$ cat src/rtl/memory_arbiter_if.sv
// Cache-side request/response and RAM-side bus bundle for memory_arbiter.
interface memory_arbiter_if;
    localparam int unsigned ADDR_W = 32;
    localparam int unsigned DATA_W = 32;

    // Instruction port
    logic              iREN;
    logic [ADDR_W-1:0] iaddr;
    logic              ihit;
    logic [DATA_W-1:0] iload;

    // Data port
    logic              dREN;
    logic              dWEN;
    logic [ADDR_W-1:0] daddr;
    logic [DATA_W-1:0] dstore;
    logic              dhit;
    logic [DATA_W-1:0] dload;

    // RAM port
    logic              ramREN;
    logic              ramWEN;
    logic [ADDR_W-1:0] ramaddr;
    logic [DATA_W-1:0] ramstore;
    logic [DATA_W-1:0] ramload;
    logic [1:0]        ramstate;

    // Timeout abort pulse
    logic              err;

    // Arbiter side: serves the caches, masters the RAM.
    modport master (
        input  iREN, iaddr, dREN, dWEN, daddr, dstore, ramload, ramstate,
        output ihit, iload, dhit, dload, ramREN, ramWEN, ramaddr, ramstore, err
    );

    // Environment side: caches plus RAM.
    modport slave (
        output iREN, iaddr, dREN, dWEN, daddr, dstore, ramload, ramstate,
        input  ihit, iload, dhit, dload, ramREN, ramWEN, ramaddr, ramstore, err
    );
endinterface

$ cat src/rtl/memory_arbiter.sv
// Arbitrates one RAM port between instruction fetch and data access with
// bounded data priority (fairness) and an access timeout.
module memory_arbiter #(
    parameter int unsigned FAIR_LIMIT = 4,
    parameter int unsigned TIMEOUT    = 31
) (
    input  logic             CLK,
    input  logic             nRST,
    memory_arbiter_if.master bus
);
    localparam int unsigned ADDR_W = 32;
    localparam int unsigned DATA_W = 32;
    localparam int unsigned WAIT_W = 5;
    localparam int unsigned FAIR_W = (FAIR_LIMIT < 8) ? 3 : $clog2(FAIR_LIMIT + 1);

    localparam logic [1:0]        RAM_ACCESS = 2'd2;
    localparam logic [FAIR_W-1:0] FAIR_MAX   = FAIR_W'(FAIR_LIMIT);
    localparam logic [WAIT_W-1:0] WAIT_LAST  = WAIT_W'(TIMEOUT - 1);

    typedef enum logic [1:0] {
        IDLE    = 2'd0,
        IFETCH  = 2'd1,
        DACCESS = 2'd2
    } state_t;

    state_t              state_q, state_d;
    logic [FAIR_W-1:0]   fair_q,  fair_d;
    logic [WAIT_W-1:0]   wait_q,  wait_d;
    logic [ADDR_W-1:0]   addr_q,  addr_d;
    logic [DATA_W-1:0]   store_q, store_d;
    logic                rd_q,    rd_d;
    logic                wr_q,    wr_d;

    logic d_req;
    logic gnt_d_first;
    logic gnt_i;
    logic gnt_d_late;

    // Grant priority: data while under the fairness limit, then fetch, then data.
    assign d_req       = bus.dREN | bus.dWEN;
    assign gnt_d_first = d_req && (fair_q < FAIR_MAX);
    assign gnt_i       = !gnt_d_first && bus.iREN;
    assign gnt_d_late  = !gnt_d_first && !bus.iREN && d_req;

    // State and latched-request registers.
    always_ff @(posedge CLK or negedge nRST) begin
        if (!nRST) begin
            state_q <= IDLE;
            fair_q  <= '0;
            wait_q  <= '0;
            addr_q  <= '0;
            store_q <= '0;
            rd_q    <= 1'b0;
            wr_q    <= 1'b0;
        end else begin
            state_q <= state_d;
            fair_q  <= fair_d;
            wait_q  <= wait_d;
            addr_q  <= addr_d;
            store_q <= store_d;
            rd_q    <= rd_d;
            wr_q    <= wr_d;
        end
    end

    // Next-state, grant latching and RAM/hit outputs.
    always_comb begin
        state_d      = state_q;
        fair_d       = fair_q;
        wait_d       = wait_q;
        addr_d       = addr_q;
        store_d      = store_q;
        rd_d         = rd_q;
        wr_d         = wr_q;
        bus.ramREN   = 1'b0;
        bus.ramWEN   = 1'b0;
        bus.ramaddr  = '0;
        bus.ramstore = '0;
        bus.ihit     = 1'b0;
        bus.iload    = '0;
        bus.dhit     = 1'b0;
        bus.dload    = '0;
        bus.err      = 1'b0;

        case (state_q)
            IDLE: begin
                wait_d = '0;
                if (gnt_d_first || gnt_d_late) begin
                    addr_d  = bus.daddr;
                    store_d = bus.dstore;
                    rd_d    = bus.dREN & ~bus.dWEN;
                    wr_d    = bus.dWEN;
                    state_d = DACCESS;
                end else if (gnt_i) begin
                    addr_d  = bus.iaddr;
                    store_d = '0;
                    rd_d    = 1'b1;
                    wr_d    = 1'b0;
                    state_d = IFETCH;
                end
                // Count data grants that bypass a waiting fetch.
                if (!bus.iREN || gnt_i) begin
                    fair_d = '0;
                end else if (gnt_d_first && (fair_q != FAIR_MAX)) begin
                    fair_d = fair_q + 1'b1;
                end
            end

            IFETCH, DACCESS: begin
                if ((state_q == IFETCH) && !bus.iREN) begin
                    // Fetch withdrawn (pipeline flush): drop strobes, no hit.
                    state_d = IDLE;
                    wait_d  = '0;
                end else begin
                    bus.ramREN   = rd_q;
                    bus.ramWEN   = wr_q;
                    bus.ramaddr  = addr_q;
                    bus.ramstore = store_q;
                    if (bus.ramstate == RAM_ACCESS) begin
                        if (state_q == IFETCH) begin
                            bus.ihit  = 1'b1;
                            bus.iload = bus.ramload;
                        end else begin
                            bus.dhit  = 1'b1;
                            bus.dload = bus.ramload;
                        end
                        state_d = IDLE;
                        wait_d  = '0;
                    end else if (wait_q == WAIT_LAST) begin
                        bus.err = 1'b1;
                        state_d = IDLE;
                        wait_d  = '0;
                    end else begin
                        wait_d = wait_q + 1'b1;
                    end
                end
            end

            default: begin
                state_d = IDLE;
                wait_d  = '0;
            end
        endcase
    end
endmodule

$ cat src/flat_wrapper.sv
// flat-port wrapper written by rule: the top's interface ports become plain ports
module memory_arbiter_flat 
#(
    parameter int unsigned FAIR_LIMIT = 4,
    parameter int unsigned TIMEOUT    = 31
)
  (CLK, nRST, bus_iREN, bus_iaddr, bus_dREN, bus_dWEN, bus_daddr, bus_dstore, bus_ramload, bus_ramstate, bus_ihit, bus_iload, bus_dhit, bus_dload, bus_ramREN, bus_ramWEN, bus_ramaddr, bus_ramstore, bus_err);
  memory_arbiter_if bus_i ();
  input  logic CLK;
  input  logic nRST;
  input wire logic [$bits(bus_i.iREN)-1:0] bus_iREN;
  input wire logic [$bits(bus_i.iaddr)-1:0] bus_iaddr;
  input wire logic [$bits(bus_i.dREN)-1:0] bus_dREN;
  input wire logic [$bits(bus_i.dWEN)-1:0] bus_dWEN;
  input wire logic [$bits(bus_i.daddr)-1:0] bus_daddr;
  input wire logic [$bits(bus_i.dstore)-1:0] bus_dstore;
  input wire logic [$bits(bus_i.ramload)-1:0] bus_ramload;
  input wire logic [$bits(bus_i.ramstate)-1:0] bus_ramstate;
  output wire logic [$bits(bus_i.ihit)-1:0] bus_ihit;
  output wire logic [$bits(bus_i.iload)-1:0] bus_iload;
  output wire logic [$bits(bus_i.dhit)-1:0] bus_dhit;
  output wire logic [$bits(bus_i.dload)-1:0] bus_dload;
  output wire logic [$bits(bus_i.ramREN)-1:0] bus_ramREN;
  output wire logic [$bits(bus_i.ramWEN)-1:0] bus_ramWEN;
  output wire logic [$bits(bus_i.ramaddr)-1:0] bus_ramaddr;
  output wire logic [$bits(bus_i.ramstore)-1:0] bus_ramstore;
  output wire logic [$bits(bus_i.err)-1:0] bus_err;
  assign bus_i.iREN = bus_iREN;
  assign bus_i.iaddr = bus_iaddr;
  assign bus_i.dREN = bus_dREN;
  assign bus_i.dWEN = bus_dWEN;
  assign bus_i.daddr = bus_daddr;
  assign bus_i.dstore = bus_dstore;
  assign bus_i.ramload = bus_ramload;
  assign bus_i.ramstate = bus_ramstate;
  assign bus_ihit = bus_i.ihit;
  assign bus_iload = bus_i.iload;
  assign bus_dhit = bus_i.dhit;
  assign bus_dload = bus_i.dload;
  assign bus_ramREN = bus_i.ramREN;
  assign bus_ramWEN = bus_i.ramWEN;
  assign bus_ramaddr = bus_i.ramaddr;
  assign bus_ramstore = bus_i.ramstore;
  assign bus_err = bus_i.err;
  memory_arbiter #(.FAIR_LIMIT(FAIR_LIMIT), .TIMEOUT(TIMEOUT)) u_core (.CLK(CLK), .nRST(nRST), .bus(bus_i));
endmodule
$ cat config.mk
export PLATFORM = sky130hd
export DESIGN_NAME = memory_arbiter_flat
export DESIGN_NICKNAME = d
export VERILOG_FILES = /design/src/rtl/memory_arbiter_if.sv /design/src/rtl/memory_arbiter.sv /design/src/flat_wrapper.sv
export SDC_FILE = /design/constraint.sdc
export NUM_CORES = 1
export LEC_CHECK = 0
export CORE_MARGIN = 5
export CORE_UTILIZATION = 40
export CTS_CLUSTER_SIZE = 14
export DETAILED_ROUTE_END_ITERATION = 8
export GPL_TIMING_DRIVEN = 0
export MAX_ROUTING_LAYER = met4
export PLACE_DENSITY = 0.94
export SYNTH_ARGS = -nofsm -noshare
export SYNTH_HDL_FRONTEND = slang
export SYNTH_SLANG_ARGS = --single-unit
$ cat constraint.sdc
create_clock -name CLK -period 5 [get_ports CLK]
set_clock_uncertainty 0.05 [all_clocks]
set_input_delay 1 -clock CLK [delete_from_list [all_inputs] [get_ports CLK]]
set_output_delay 1 -clock CLK [all_outputs]
set_load 0.01 [all_outputs]
# Yosys cells after proc, flatten, opt, wreduce, memory -nomap -nowiden
# Cells that the tools add are included.
classes:
  add_sub_neg: 2
  multipliers: 0
  div_mod_pow: 0
  magnitude_cmp: 1
  n_eq_ne: 7
  shifts: 0
  n_mux: 48
  bitwise_logic: 3
  n_reduce_logical: 17
ops:
  columns: ["op", "n"]
  rows:
  - ["2-to-1 mux 32 bit", 16]
  - ["2-to-1 mux 1 bit", 20]
  - ["2-to-1 mux 5 bit", 4]
  - ["2-to-1 mux 2 bit", 5]
  - ["logical AND 1 bit", 6]
  - ["2-to-1 mux 3 bit", 2]
  - ["AND reduction 2 bit", 3]
  - ["adder 5 x 1 -> 5 bit (second input constant)", 1]
  - ["== test 5 bit (second input constant)", 1]
  - ["== test 2 bit (second input constant)", 2]
  - ["!= test 4 x 1 -> 1 bit (second input constant)", 1]
  - ["one-hot mux 2 bit (2 select lines)", 1]
  - ["nonzero test 2 bit", 2]
  - ["adder 3 x 1 -> 3 bit (second input constant)", 1]
  - ["less-than comparator 3 bit (second input constant)", 1]
  - ["!= test 3 x 1 -> 1 bit (second input constant)", 1]
  - ["!= test 3 bit (second input constant)", 1]
  - ["== test 2 x 1 -> 1 bit (second input constant)", 1]
  - ["zero test 1 bit", 2]
  - ["zero test 2 bit", 1]
  - ["logical OR 1 bit", 2]
  - ["OR reduction 2 bit", 1]
  - ["AND 1 bit", 1]
  - ["inverter 1 bit", 1]
  - ["OR 1 bit", 1]
totals:
  ff_bits: 76
  latch_bits: 0
  ramBits: 0
  romBits: 0
  input_bits: 135
  n_memories: 0

# Depth between registers and ports, before layout
logic_depth:
  ltp_word: 8
  depth_mapped: 8

# Worst setup path before layout
# OpenSTA, ideal clock, no wires.
synth_path:
  path_kind: "input to output"
  start: "input bus_iREN"
  end: "output bus_ramstore[10]"
  t_arrival_ns: 1.968
  required_ns: 3.950
  setup_slack_ns: 1.982
  path_stages: 5
  path_buffers: 3
  path_cell_list: "buf_4 nand2b_2 clkbuf_1 clkbuf_1 and3_1"
synth_between:
  elab_chain_cells: 4
synth_lines:
  columns: ["item", "line", "rtl"]
  rows:
  - ["start: declaration", "flat_wrapper.sv:11", "input wire logic [$bits(bus_i.iREN)-1:0] bus_iREN;"]
  - ["zero test 1 bit", "memory_arbiter.sv:110", "if ((state_q == IFETCH) && !bus.iREN) begin"]
  - ["logical AND 1 bit", "memory_arbiter.sv:110", null]
  - ["2-to-1 mux 32 bit", "memory_arbiter.sv:110", null]
  - ["2-to-1 mux 32 bit", "memory_arbiter.sv:85", "case (state_q)"]
  - ["end: declaration", "flat_wrapper.sv:26", "output wire logic [$bits(bus_i.ramstore)-1:0] bus_ramstore;"]
# Every way passes these cells.

# Worst setup path after layout
layout_path:
  start: "input bus_ramstate[0]"
  end: "output bus_iload[15]"
layout_between:
  elab_chain_cells: 4
layout_lines:
  columns: ["item", "line", "rtl"]
  rows:
  - ["start: declaration", "flat_wrapper.sv:18", "input wire logic [$bits(bus_i.ramstate)-1:0] bus_ramstate;"]
  - ["== test 2 bit", "memory_arbiter.sv:119", "if (bus.ramstate == RAM_ACCESS) begin"]
  - ["2-to-1 mux 32 bit", "memory_arbiter.sv:119", null]
  - ["2-to-1 mux 32 bit", "memory_arbiter.sv:110", null]
  - ["2-to-1 mux 32 bit", "memory_arbiter.sv:85", null]
  - ["end: declaration", "flat_wrapper.sv:20", "output wire logic [$bits(bus_i.iload)-1:0] bus_iload;"]
# Every way passes these cells.

==> key figures <==
Run status
  – Outcome: finished clean

Layout
  – Final net count: 844
  – # diodes: 0
  – Fin util: 70.33%
  – Proportion of layout cells with a drive suffix above 1: 5.783%
  – Layout area overhead: 72.91%

Clock network
  – Clk Tree Root Cell: clkbuf_8
  – CTS tree: built
  – Number of H-tree levels: 3
  – # clock sinks: 76
  – Post-cts sizing count: 0
  – Clock buffer depth: 2
  – CTS Hold Buffers Added: 0
  – Clock Latency Late Sink: 330 ps
  – Clock transition at the registers of the reported paths: 70 ps
  – CTS buffer count: 9
  – Post-CTS Setup Repair Bufs: 0

Yosys
  – Syn Nets: 566
  – Count of flip-flops with a built-in enable after synthesis: 0
  – Most frequent cell after synthesis: dfrtp_1
  – Synthesis-stage register bit count: 76
  – Top_reg_cell synth: dfrtp_1
  – Post-synth ARST share: 100.0%
  – Post-synth top area cell: dfrtp_1
  – Synth warn: 0
  – Distinct cell type count after synthesis: 33
  – Register area share after synthesis: 45.70%
  – Syn Area/Cell: 9.769 um2
  – Synth top cells by count: 76 x dfrtp_1, 66 x and3_1, 64 x and2_1, 41 x nand2_1, 33 x mux2i_1
  – Synthesized area: 4161 um2
  – Share of Yosys cell area claimed by the top area cell type: 45.70%
  – Largest cells by area after synthesis: dfrtp_1 46%, and3_1 9.9%, and2_1 9.6%, mux2i_1 7.9%, a22o_1 6.7%
  – Mapped Cells: 426

Critical path
  – CP startpoint kind: input port
  – Worst-path fanout max: 10
  – Critical path class: input port to output port
  – Required @ worst endpoint: 3950 ps
  – Crit path capture type: output port
  – Worst r2r path cells: 5
  – R2r startpoint: u_core.state_q[0]
  – WP data arrival: 3200 ps
  – Crit Reg-Reg Endpoint: u_core.state_q[1]
  – Setup slack, reg-to-reg: 3080 ps

Min path
  – Hold Crit Endpoint: u_core.addr_q[0]
  – Worst Hold Class: flip-flop to flip-flop
  – Worst min-delay path startpoint: u_core.addr_q[0]
  – Hold path depth: 2

Floorplanning
  – # IOs: 268
  – Die area: 12540 um2
  – Core Area: 10230 um2
  – Die width: 112 um
  – Initial Util: 40.68%
  – Die height: 112 um
  – # rows: 37

GRT
  – Number of antenna violations at the first check in global routing: 0
  – First-pass GRT wire length: 24270 um
  – Pin count of the biggest net entering global routing: 77
  – Vias in the first global route: 4459
  – All-Layer GR Usage: 24.87%
  – Grt ovf: 0

Timing
  – Max-slew violations: 0
  – Crit share post-route: 84.96%
  – Setup Viol. Count Final: 0
  – Period minus WS final: 4248 ps
  – Slew headroom: 70.32%
  – RSZ-0062 raised after global routing: false
  – Fin Setup TNS: 0 ps
  – Max Fclk: 235.4 MHz
  – Slew @ Worst Pin: 445.1 ps
  – Final hold violations: 0

Route
  – Via density per instance: 5.127
  – Met2 routed WL: 8178 um
  – Uppermost layer routed: met4
  – DR WL/cell: 18.79 um
  – Post-DRT Antenna Nets: 0
  – Residual DRC count: 0
  – TritonRoute pass-1 iters: 4
  – Via Count: 4332
  – DR iter-0 viols: 231
  – Routed wl met3: 774 um
  – WL final: 15880 um
  – Met1 WL: 6748 um

Placement
  – Placer Congestion: 0.9641
  – Port Buffer Count: 266
  – Post-DP HPWL: 12770 um

Power
  – Peak VDD IR: 0.2849 mV
  – Pwr per Cell Area: 514.5 nW/um2
  – Static leakage: 0.003185 uW

Job
  – Maxcap violations: 0
## per-stage QoR
stage               setup WS [ps]  area (um2)  total power (uW)  std cells  hold WS (ps)
floorplan                    1982        4161              2143        426         380.7
global placement            400.0        6994              3207        828         404.1
detailed placement          784.5        7019              3286        829         412.5
CTS                         760.1        7196              3717        845         431.1
global route                610.8        7196              3935        845         450.5
finish                      752.3        7196              3702        845         422.8
## worst max-delay path, cell delays in order
cell,delay [ps]
clkdlybuf4s50_1,420
nand2b_1,270
nor3_2,350
clkbuf_1,360
and2_1,230
clkdlybuf4s50_1,570
## layout make-up
| cell class | instances | area, um2 |
|---|---|---|
| multi-input combinational | 305 | 2048 |
| sequential | 76 | 1902 |
| tap | 136 | 170.2 |
| timing repair buffer | 267 | 2688 |
| buffer | 38 | 185.2 |
| clock buffer | 11 | 141.4 |
| clock inverter | 5 | 35.03 |
| fill | 776 | 3035 |
| inverter | 7 | 26.28 |
## kinds of logic (layout without fill, tap and decap cells)
family | count (synthesis) | after routing | synth area share [%]
AOI/OAI and AO/OA | 76 | 76 | 13.44
buffers and inverters | 45 | 328 | 5.081
xor gates and xnor gates | 2 | 2 | 0.4210
adders and majority gates | 5 | 5 | 1.503
DFF | 76 | 76 | 45.70
and+or+nand+nor | 189 | 189 | 25.92
muxes | 33 | 33 | 7.938
## flip-flops by register name, indices dropped and copies added, names as in the netlist
signal	flops
u_core.rd_q	1
u_core.wr_q	1
u_core.fair_q	3
u_core.addr_q	32
u_core.store_q	32
u_core.wait_q	5
u_core.state_q	2
## worst max-delay path by stage
stage                          from          endpoint  depth (start not counted)
finish              bus_ramstate[0]     bus_iload[15]                          6
global placement               nRST  u_core.addr_q[9]                          1
global route        bus_ramstate[0]     bus_iload[15]                          6
CTS                 bus_ramstate[0]     bus_iload[15]                          6
detailed placement  bus_ramstate[0]     bus_iload[15]                          6
floorplan                  bus_iREN  bus_ramstore[10]                          5
## power by group
group	switching, uW	total (uW)	internal [uW]
clock	228	423	195
combinational	1080	2230	1150
sequential	150	1050	899
total	1460	3700	2240
## routing by layer
layer	vias up	global-route usage, %
met1	2102	30.79
li1	2036	-
met5	-	-
met4	0	4.487
met2	178	43.25
met3	16	4.293
## layout by cell type (no fill, tap or decap), types with 2 or more instances in the layout
cell type and instances:
o2bb2ai_1 2, mux2i_1 33, clkdlybuf4s50_1 265, nand2_1 41
o211ai_1 2, ha_1 5, o21ai_0 23, nand3_1 3
buf_4 9, o21ai_1 11, clkbuf_1 21, buf_2 9
and2_1 64, and3_1 66, clkinv_2 2, clkbuf_8 10
nand2b_1 2, nor2_1 5, nand4_1 2, inv_1 7
nor3_2 2, dfrtp_1 76, a22o_1 32
(Power assumes the default switching activity.)
